File: config.mk
export PLATFORM = sky130hd
export DESIGN_NAME = outwrctl
export DESIGN_NICKNAME = d
export VERILOG_FILES = /design/src/rtl/mvu_pkg.sv /design/src/rtl/outwrctl_addrgen.sv /design/src/rtl/outwrctl.sv
export SDC_FILE = /design/constraint.sdc
export NUM_CORES = 1
export LEC_CHECK = 0
export CORE_ASPECT_RATIO = 1.1
export CORE_UTILIZATION = 35
export CTS_BUF_LIST = sky130_fd_sc_hd__clkbuf_8
export DETAILED_ROUTE_END_ITERATION = 16
export PLACE_DENSITY = 0.65
export SETUP_SLACK_MARGIN = 0.15
export SYNTH_ARGS = -nofsm -noshare
export SYNTH_HDL_FRONTEND = slang
export SYNTH_SLANG_ARGS = --single-unit
File: constraint.sdc
create_clock -name clk -period 2.8 [get_ports clk]
set_input_delay 0.56 -clock clk [delete_from_list [all_inputs] [get_ports clk]]
set_output_delay 0.56 -clock clk [all_outputs]
set_load 0.03 [all_outputs]
File: src/rtl/mvu_pkg.sv
// Shared MVU datapath defaults and the output write-controller state encoding.
package mvu_pkg;
    localparam int BDBANKA_DEF = 15;
    localparam int BDBANKW_DEF = 64;
    localparam int BCNT_DEF    = 10;

    typedef enum logic [1:0] {
        IDLE = 2'd0,
        RUN  = 2'd1,
        FIN  = 2'd2
    } state_t;
endpackage

File: src/rtl/outwrctl_addrgen.sv
// Strided 2-D write address generator: col/row counters with a running row base.
// Latency: addr/last are combinational from registered counters; load/step take effect next edge.
// Backpressure: none internally; the caller only pulses step on an accepted word.
module outwrctl_addrgen #(
    parameter int BDBANKA = 15,
    parameter int BCNT    = 10
) (
    input  logic               clk,
    input  logic               clr_n,
    input  logic               load,
    input  logic               step,
    input  logic [BDBANKA-1:0] baseaddr,
    input  logic [BCNT-1:0]    len,
    input  logic [BCNT-1:0]    rows,
    input  logic [BDBANKA-1:0] stride,
    output logic [BDBANKA-1:0] addr,
    output logic               last
);
    logic [BCNT-1:0]    r_col;
    logic [BCNT-1:0]    r_row;
    logic [BCNT-1:0]    r_len;
    logic [BCNT-1:0]    r_rows;
    logic [BDBANKA-1:0] r_rowbase;
    logic [BDBANKA-1:0] r_stride;
    logic               w_row_end;

    assign w_row_end = (r_col == r_len - BCNT'(1));
    assign last      = w_row_end && (r_row == r_rows - BCNT'(1));
    // Address arithmetic wraps silently at the bank address width.
    assign addr      = r_rowbase + BDBANKA'(r_col);

    always_ff @(posedge clk or negedge clr_n) begin
        if (!clr_n) begin
            r_col     <= '0;
            r_row     <= '0;
            r_len     <= '0;
            r_rows    <= '0;
            r_rowbase <= '0;
            r_stride  <= '0;
        end else if (load) begin
            r_col     <= '0;
            r_row     <= '0;
            r_len     <= len;
            r_rows    <= rows;
            r_rowbase <= baseaddr;
            r_stride  <= stride;
        end else if (step) begin
            if (w_row_end) begin
                r_col     <= '0;
                r_row     <= r_row + BCNT'(1);
                r_rowbase <= r_rowbase + r_stride;
            end else begin
                r_col     <= r_col + BCNT'(1);
            end
        end
    end
endmodule

File: src/rtl/outwrctl.sv
// Writes one 2-D job of quantizer words into data memory at strided addresses.
// Latency: accept -> wreq 1 cycle; sustains 1 word/cycle with continuous grant.
// Backpressure: single-entry output stage; qready drops while a write waits for wgnt.
module outwrctl
    import mvu_pkg::*;
#(
    parameter int BDBANKA = BDBANKA_DEF,
    parameter int BDBANKW = BDBANKW_DEF,
    parameter int BCNT    = BCNT_DEF
) (
    input  logic               clk,
    input  logic               clr_n,
    input  logic               start,
    input  logic               abort,
    input  logic [BDBANKA-1:0] baseaddr,
    input  logic [BCNT-1:0]    len,
    input  logic [BCNT-1:0]    rows,
    input  logic [BDBANKA-1:0] stride,
    input  logic               qvalid,
    input  logic [BDBANKW-1:0] qdata,
    output logic               qready,
    output logic               wreq,
    output logic [BDBANKA-1:0] waddr,
    output logic [BDBANKW-1:0] wdata,
    input  logic               wgnt,
    output logic               busy,
    output logic               done
);
    state_t             r_state;
    state_t             w_state_nxt;
    logic               w_load;
    logic               w_step;
    logic [BDBANKA-1:0] w_addr;
    logic               w_last;
    logic               r_wreq;
    logic [BDBANKA-1:0] r_waddr;
    logic [BDBANKW-1:0] r_wdata;
    logic               r_all_acc;

    outwrctl_addrgen #(
        .BDBANKA (BDBANKA),
        .BCNT    (BCNT)
    ) u_addrgen (
        .clk      (clk),
        .clr_n    (clr_n),
        .load     (w_load),
        .step     (w_step),
        .baseaddr (baseaddr),
        .len      (len),
        .rows     (rows),
        .stride   (stride),
        .addr     (w_addr),
        .last     (w_last)
    );

    assign qready = (r_state == RUN) && (!r_wreq || wgnt) && !r_all_acc;
    assign w_step = qvalid && qready && !abort;
    assign wreq   = r_wreq;
    assign waddr  = r_waddr;
    assign wdata  = r_wdata;
    assign busy   = (r_state != IDLE);
    assign done   = (r_state == FIN);

    always_comb begin
        w_state_nxt = r_state;
        w_load      = 1'b0;
        if (abort) begin
            w_state_nxt = IDLE;
        end else begin
            case (r_state)
                IDLE: if (start) begin
                    w_load      = 1'b1;
                    w_state_nxt = (len == '0 || rows == '0) ? FIN : RUN;
                end
                // all_accepted means the pending write is the job's final word.
                RUN:  if (r_wreq && wgnt && r_all_acc) w_state_nxt = FIN;
                FIN:  w_state_nxt = IDLE;
                default: w_state_nxt = IDLE;
            endcase
        end
    end

    always_ff @(posedge clk or negedge clr_n) begin
        if (!clr_n) begin
            r_state <= IDLE;
        end else begin
            r_state <= w_state_nxt;
        end
    end

    always_ff @(posedge clk or negedge clr_n) begin
        if (!clr_n) begin
            r_wreq    <= 1'b0;
            r_waddr   <= '0;
            r_wdata   <= '0;
            r_all_acc <= 1'b0;
        end else if (abort) begin
            r_wreq    <= 1'b0;
            r_all_acc <= 1'b0;
        end else begin
            if (w_load) r_all_acc <= 1'b0;
            if (w_step) begin
                r_wreq  <= 1'b1;
                r_waddr <= w_addr;
                r_wdata <= qdata;
                if (w_last) r_all_acc <= 1'b1;
            end else if (wgnt) begin
                r_wreq  <= 1'b0;
            end
        end
    end
endmodule

==> metrics, run 1 <==
CP arrival 2920 ps; worst min path class in -> async; Clock Root Buffer clkbuf_8; Sw Share 0.384; Top FF cell, synth dfrtp_1; YS warnings 0; Die Area around 24000 µm²; GRT Total Usage 0.189; vias per cell ~4.8; vias in the first global route around 6700; Finished Layout Cells about 1500; initial antenna violation count 0; critical-path maximum fanout 3; clock network power share 0.221; max-slew violations 0; Mapped Cells around 930; Seq/Total Area, Yosys 0.471; worst slack, placed around 110 ps; post-route cell area 11200 µm²; WP data required between 3000 and 4000 ps; Int Power approximately 5.3 mW; net count after synthesis between 1000 and 1500; Final Skew 11.2 ps; crit end category register; average wire per cell in the routed design around 15 µm; CTS HTree Levels 4; Yosys cell types 71; Post-DP Area around 11000 µm²; ANT nets after route 0; setup ws final ~220 ps; NetSw 3.33 mW; CTS Sinks around 150; CP Cell Sequence ha_2, inv_1, fa_2, nor2b_2, o31a_1, a41o_1, o311a_1, a2111oi_4, xnor2_1, o21ai_1; drt pass-1 iters 4; setup repair after global routing missed its margin yes; post-synthesis async set-or-reset flop share 1.00; synthesis-to-layout area growth 37.5%; Gate power share 0.419; global-route wire length before repair 35200 µm; Final Hold Viols 0; DR vias roughly 7100; EDFF count, synth 0; Fmax roughly 390 MHz; Rel. slew slack 0.566; overflow left after global routing 0; Mapped Area 8130 µm²; total CTS buffers 17; clk buf depth 2; PortBufs slightly above 200; I/O pins 203; Max Cap Viol 0; share of layout cells above drive strength 1 0.0882; post-DP HPWL approximately 16000 µm; largest net degree at the start of global routing 94; CTS tree yes; Crit path largest cell delay 420 ps; total negative slack 0 ps; Seq pwr share 0.360; later-pin clock latency in the skew report 460 ps; Placer Congestion 0.827; Post-Place Cells between 1000 and 1500; Final Setup Violations 0; 1st-iter DRT viols 360; Worst-Margin Slew roughly 650 ps; n_diodes 0; Initial Utilization 0.357; Leak just over 5 nW; commonest non-fill, non-tap cell in the layout nand2_1; height of the die 162 µm; CP max-delay cell dfrtp_1; most frequent cells in the layout nand2_1, clkdlybuf4s50_1, dfrtp_1; Nets between 1000 and 1500; CTS clk-pin slew, worst paths about 90 ps; status finished clean; Final Critical Period 2580 ps; post-cts hold buffer count 0; #FFs+latches synth ~150; Avg Inst Size Synth 8.75 µm²; DRC 0; Rows 58; peak supply drop between 0.3 and 0.4 mV; Core Area 22800 µm²; Final Cycle Share 0.920; pwr dens 775 nW/µm²; crit path kind reg -> reg; Die X approximately 150 µm; Post-Route WL roughly 22000 µm; Setup crit start kind register
## through the flow
stage	utilization	hold slack (ps)	total power [mW]
finish	0.490	95.4	8.66
global placement	0.468	457	6.72
CTS	0.488	104	8.71
global route	0.490	118	9.18
detailed placement	0.468	461	6.77
floorplan	-	264	5.25
## flip-flops by register name (all words and copies together) (netlist names)
| register | count |
|---|---|
| r_all_acc | 1 |
| r_state | 2 |
| u_addrgen.r_col | 10 |
| u_addrgen.r_len | 10 |
| u_addrgen.r_row | 10 |
| u_addrgen.r_rowbase | 15 |
| u_addrgen.r_rows | 10 |
| u_addrgen.r_stride | 15 |
| waddr | 15 |
| wdata | 64 |
| wreq | 1 |
## cells in the mapped netlist (9+ instances only)
library cell    n  share of area
nand2_1       337           0.16
dfrtp_1       153           0.47
o21ai_0        43          0.026
clkbuf_1       32          0.015
a21oi_1        28          0.017
ha_1           28          0.043
nand3_1        27          0.017
nor2_1         27          0.012
xnor2_1        25          0.027
xor2_1         18          0.019
inv_1          15         0.0069
o211ai_1       13          0.012
nor3_1         12         0.0074
mux2i_1        11          0.014
nand2b_1       11         0.0085
or3_1          11         0.0085
o21a_1         10         0.0092
a21o_1          9         0.0083
## power groups by stage
stage | combinational [mW] | sequential (mW) | clock [mW]
floorplan | 1.35 | 3.91 | 0
global placement | 3.57 | 3.15 | 0
detailed placement | 3.61 | 3.16 | 0
CTS | 3.63 | 3.12 | 1.96
global route | 3.92 | 3.20 | 2.06
finish | 3.63 | 3.12 | 1.91
## layout make-up
| class | instances | area, µm² |
|---|---|---|
| flip-flops and latches | 153 | 3830 |
| fillers | 2205 | 11600 |
| clock buffers | 18 | 248 |
| multi-input cells | 719 | 4130 |
| repair buffers | 239 | 2340 |
| well taps | 300 | 375 |
| inverters | 15 | 56.3 |
| clock inverters | 13 | 191 |
## layer usage
layer	up-vias	share of wire	global-route usage
li1	3577	-	-
met1	3312	0.46	0.253
met2	142	0.48	0.308
met3	28	0.035	0.0323
met4	0	0.020	0.0623
met5	-	0	0
## logic make-up (layout without fill, tap and decap cells)
logic type,Yosys count,in the layout,synth area share
AO/OA/AOI/OAI,156,156,0.132
XOR/XNOR,43,43,0.0464
adder cells (fa/ha/maj),30,30,0.0480
buffers and inverters,57,285,0.0282
flip-flops,153,153,0.471
multiplexers,12,12,0.0149
AND/OR/NAND/NOR,478,478,0.259
## path summary, 6_finish.rpt
| path | from | endpoint | slack, ps | cells after the start |
|---|---|---|---|---|
| setup / recovery | u_addrgen.r_rowbase[0] | u_addrgen.r_rowbase[14] | 220 | 10 |
| hold / removal | clr_n | u_addrgen.r_rows[5] | 100 | 1 |
| setup reg to reg | u_addrgen.r_rowbase[0] | u_addrgen.r_rowbase[14] | 220 | 10 |
| hold reg to reg | wdata[29] | wdata[29] | 480 | 2 |
| max in group asynchronous | clr_n | wdata[21] | 1970 | 2 |
| min in group clk | wdata[29] | wdata[29] | 480 | 2 |
## timing repair
action | 4_1_cts | 5_1_grt
resized for setup | 1 | 8
endpoints found under the setup margin | 1 | 24
buffers inserted | 0 | 4
pin swaps | 1 | 5
cloned | 0 | 0
hold endpoints to repair | 0 | 0
## critical path, delay by kind of cell, from the launching register on
| family | cells | cell delay (ps) |
|---|---|---|
| AO/OA/AOI/OAI | 5 | 1360 |
| XOR/XNOR | 1 | 160 |
| adder cells (fa/ha/maj) | 2 | 410 |
| buffers and inverters | 1 | 70 |
| flip-flops | 1 | 420 |
| AND/OR/NAND/NOR | 1 | 50 |
Note: power is estimated with default switching activity, not from simulation.
==> run 2, diff against run 1 <==
Settings changed: CORE_UTILIZATION 35 to 51, GPL_TIMING_DRIVEN set to 0, PLACE_DENSITY 0.65 to 0.87, RECOVER_POWER set to 100.
==> metrics, run 2 (synthesis results as in run 1) <==
status finished with violations; failing checks DRC; clk buf depth 2 (unchanged); Gate power share 0.421 (+0.002); max reg flops 64 (unchanged); average wire per cell in the routed design 16.4 µm (+9.2%); setup repair after global routing missed its margin yes; Initial Utilization 0.520 (+0.164); share of layout cells above drive strength 1 0.0691 (-0.0191); R2R setup slack 90 ps (-140 ps); Final Setup Violations 0 (unchanged); Fmax 369 MHz (-5.0%); Sw Share 0.403 (+0.0187); DRC 1 (+1); synthesis-to-layout area growth 34.3%; drt pass-1 iters 12 (+8); global-route wire length before repair 35100 µm (-0.53%); initial antenna violation count 0 (unchanged); crit path kind reg -> reg; clock network power share 0.198 (-0.023); overflow left after global routing 0 (unchanged); crit end category register; Final Skew 11.9 ps (+0.741 ps); Final Hold Viols 0 (unchanged); Setup crit start kind register; commonest non-fill, non-tap cell in the layout nand2_1; WP data required 3130 ps (about the same); Clock Root Buffer clkbuf_8; n_diodes 0 (unchanged); CTS tree yes; FILL cells 1207 (-45%); Worst-Margin Slew 1370 ps (+723 ps); Rows 48 (-17%); Final Cycle Share 0.969 (+0.0485); Core Area 15600 µm² (-31%); worst r2r src u_addrgen.r_rowbase[0]; Nets 1310 (+1.2%); total CTS buffers 17 (unchanged); worst r2r path cells 10 (unchanged); later-pin clock latency in the skew report 460 ps (about the same); CTS clk-pin slew, worst paths 90 ps (about the same); largest net degree at the start of global routing 102 (+8.5%); Placer Congestion 0.916 (+11%); total negative slack 0 ps (unchanged); CTS HTree Levels 4 (unchanged); GRT Total Usage 0.275 (+0.0862); CTS Sinks 153 (unchanged); post-DP HPWL 16000 µm (about the same); vias per cell 5.50 (+14%); Max Cap Viol 0 (unchanged); height of the die 134 µm (-17%); CP arrival 3040 ps (+120 ps); peak supply drop 0.325 mV (+1.8%); 1st-iter DRT viols 677 (+88%); pwr dens 753 nW/µm² (-2.8%); Rel. slew slack 0.0841 (-0.482); worst min path class in -> async; Seq pwr share 0.381 (+0.021); NetSw 3.31 mW (-0.43%); vias in the first global route 7085 (+5.5%); post-cts hold buffer count 0 (unchanged); critical-path maximum fanout 3 (unchanged); ANT nets after route 0 (unchanged); Post-Route WL 22500 µm (+2.9%); PortBufs 202 (unchanged); I/O pins 203 (unchanged); max-slew violations 0 (unchanged); final hold slack 403 ps (+308 ps); most frequent cells in the layout nand2_1, dfrtp_1, clkdlybuf4s50_1; r2r endpoint u_addrgen.r_rowbase[14]; Die X 122 µm (-17%); Final Critical Period 2710 ps (+136 ps); Int Power 4.90 mW (-7.9%); Leak 5.18 nW (+1.1%); Die Area 16400 µm² (-31%); DR vias 7551 (+7.0%)
## run 2: power by group through the flow
stage / Combinational [mW] / Sequential (mW) / Clock (mW)
4_1_cts: 3.55 / 3.15 / 1.65
2_1_floorplan: 1.35 / 3.91 / 0
5_1_grt: 3.72 / 3.20 / 1.75
3_5_place_dp: 3.51 / 3.18 / 0
3_3_place_gp: 3.42 / 3.16 / 0
6_report: 3.46 / 3.13 / 1.63
## run 2: stage by stage
| stage | instances | util | setup WS (ps) | power (mW) | instance area (µm²) |
|---|---|---|---|---|---|
| finish | 1373 | 0.699 | 87.4 | 8.22 | 10900 |
| global placement | 1331 | 0.666 | -5010 | 6.58 | 10400 |
| detailed placement | 1332 | 0.668 | -161 | 6.69 | 10400 |
| floorplan | 929 | - | 318 | 5.25 | 8130 |
| global route | 1373 | 0.699 | -14.3 | 8.67 | 10900 |
| CTS | 1365 | 0.694 | 160 | 8.34 | 10800 |
## run 2: layout make-up
| cell class | count | area, µm² | share of cell area |
|---|---|---|---|
| Tap cell | 200 | 250 | 0.0229 |
| Clock buffer | 19 | 262 | 0.0240 |
| Clock inverter | 13 | 121 | 0.0111 |
| Timing Repair Buffer | 212 | 2110 | 0.193 |
| Sequential cell | 153 | 3830 | 0.351 |
| Inverter | 15 | 56.3 | 0.00516 |
| Multi-Input combinational cell | 719 | 4100 | 0.376 |
| Buffer | 42 | 183 | 0.0167 |
## run 2: metal layers
layer / share of wire / vias up / routed length, µm / track usage
met4: 0.033 / 0 / 751 / 0.121
met1: 0.42 / 3568 / 9390 / 0.345
met5: 0 / - / 0 / 0
li1: - / 3613 / - / -
met2: 0.50 / 302 / 11200 / 0.458
met3: 0.050 / 68 / 1120 / 0.0527
## run 2: worst max-delay path, cell delays in order, from the launching register on
cell	delay, ps
dfrtp_1	440
ha_4	200
inv_1	70
fa_1	210
nor2b_1	70
o31a_1	280
a41o_1	300
o311a_1	290
a2111oi_1	450
xnor2_1	190
o21ai_1	90
## run 2: how the worst max path moves through the flow
stage / from / to / cells after the start
after detailed placement: wgnt / wdata[58] / 9
after global routing: u_addrgen.r_rowbase[0] / u_addrgen.r_rowbase[14] / 10
after CTS: u_addrgen.r_col[0] / waddr[14] / 10
after floorplan: u_addrgen.r_rowbase[0] / u_addrgen.r_rowbase[14] / 10
final: u_addrgen.r_rowbase[0] / u_addrgen.r_rowbase[14] / 10
after global placement: clr_n / u_addrgen.r_stride[9] / 1
## run 2: repair_timing
action / in CTS / in global routing
pin swaps: 2 / 7
gates resized for setup: 7 / 21
cloned: 0 / 0
buffers inserted: 1 / 8
setup endpoints to repair: 18 / 29
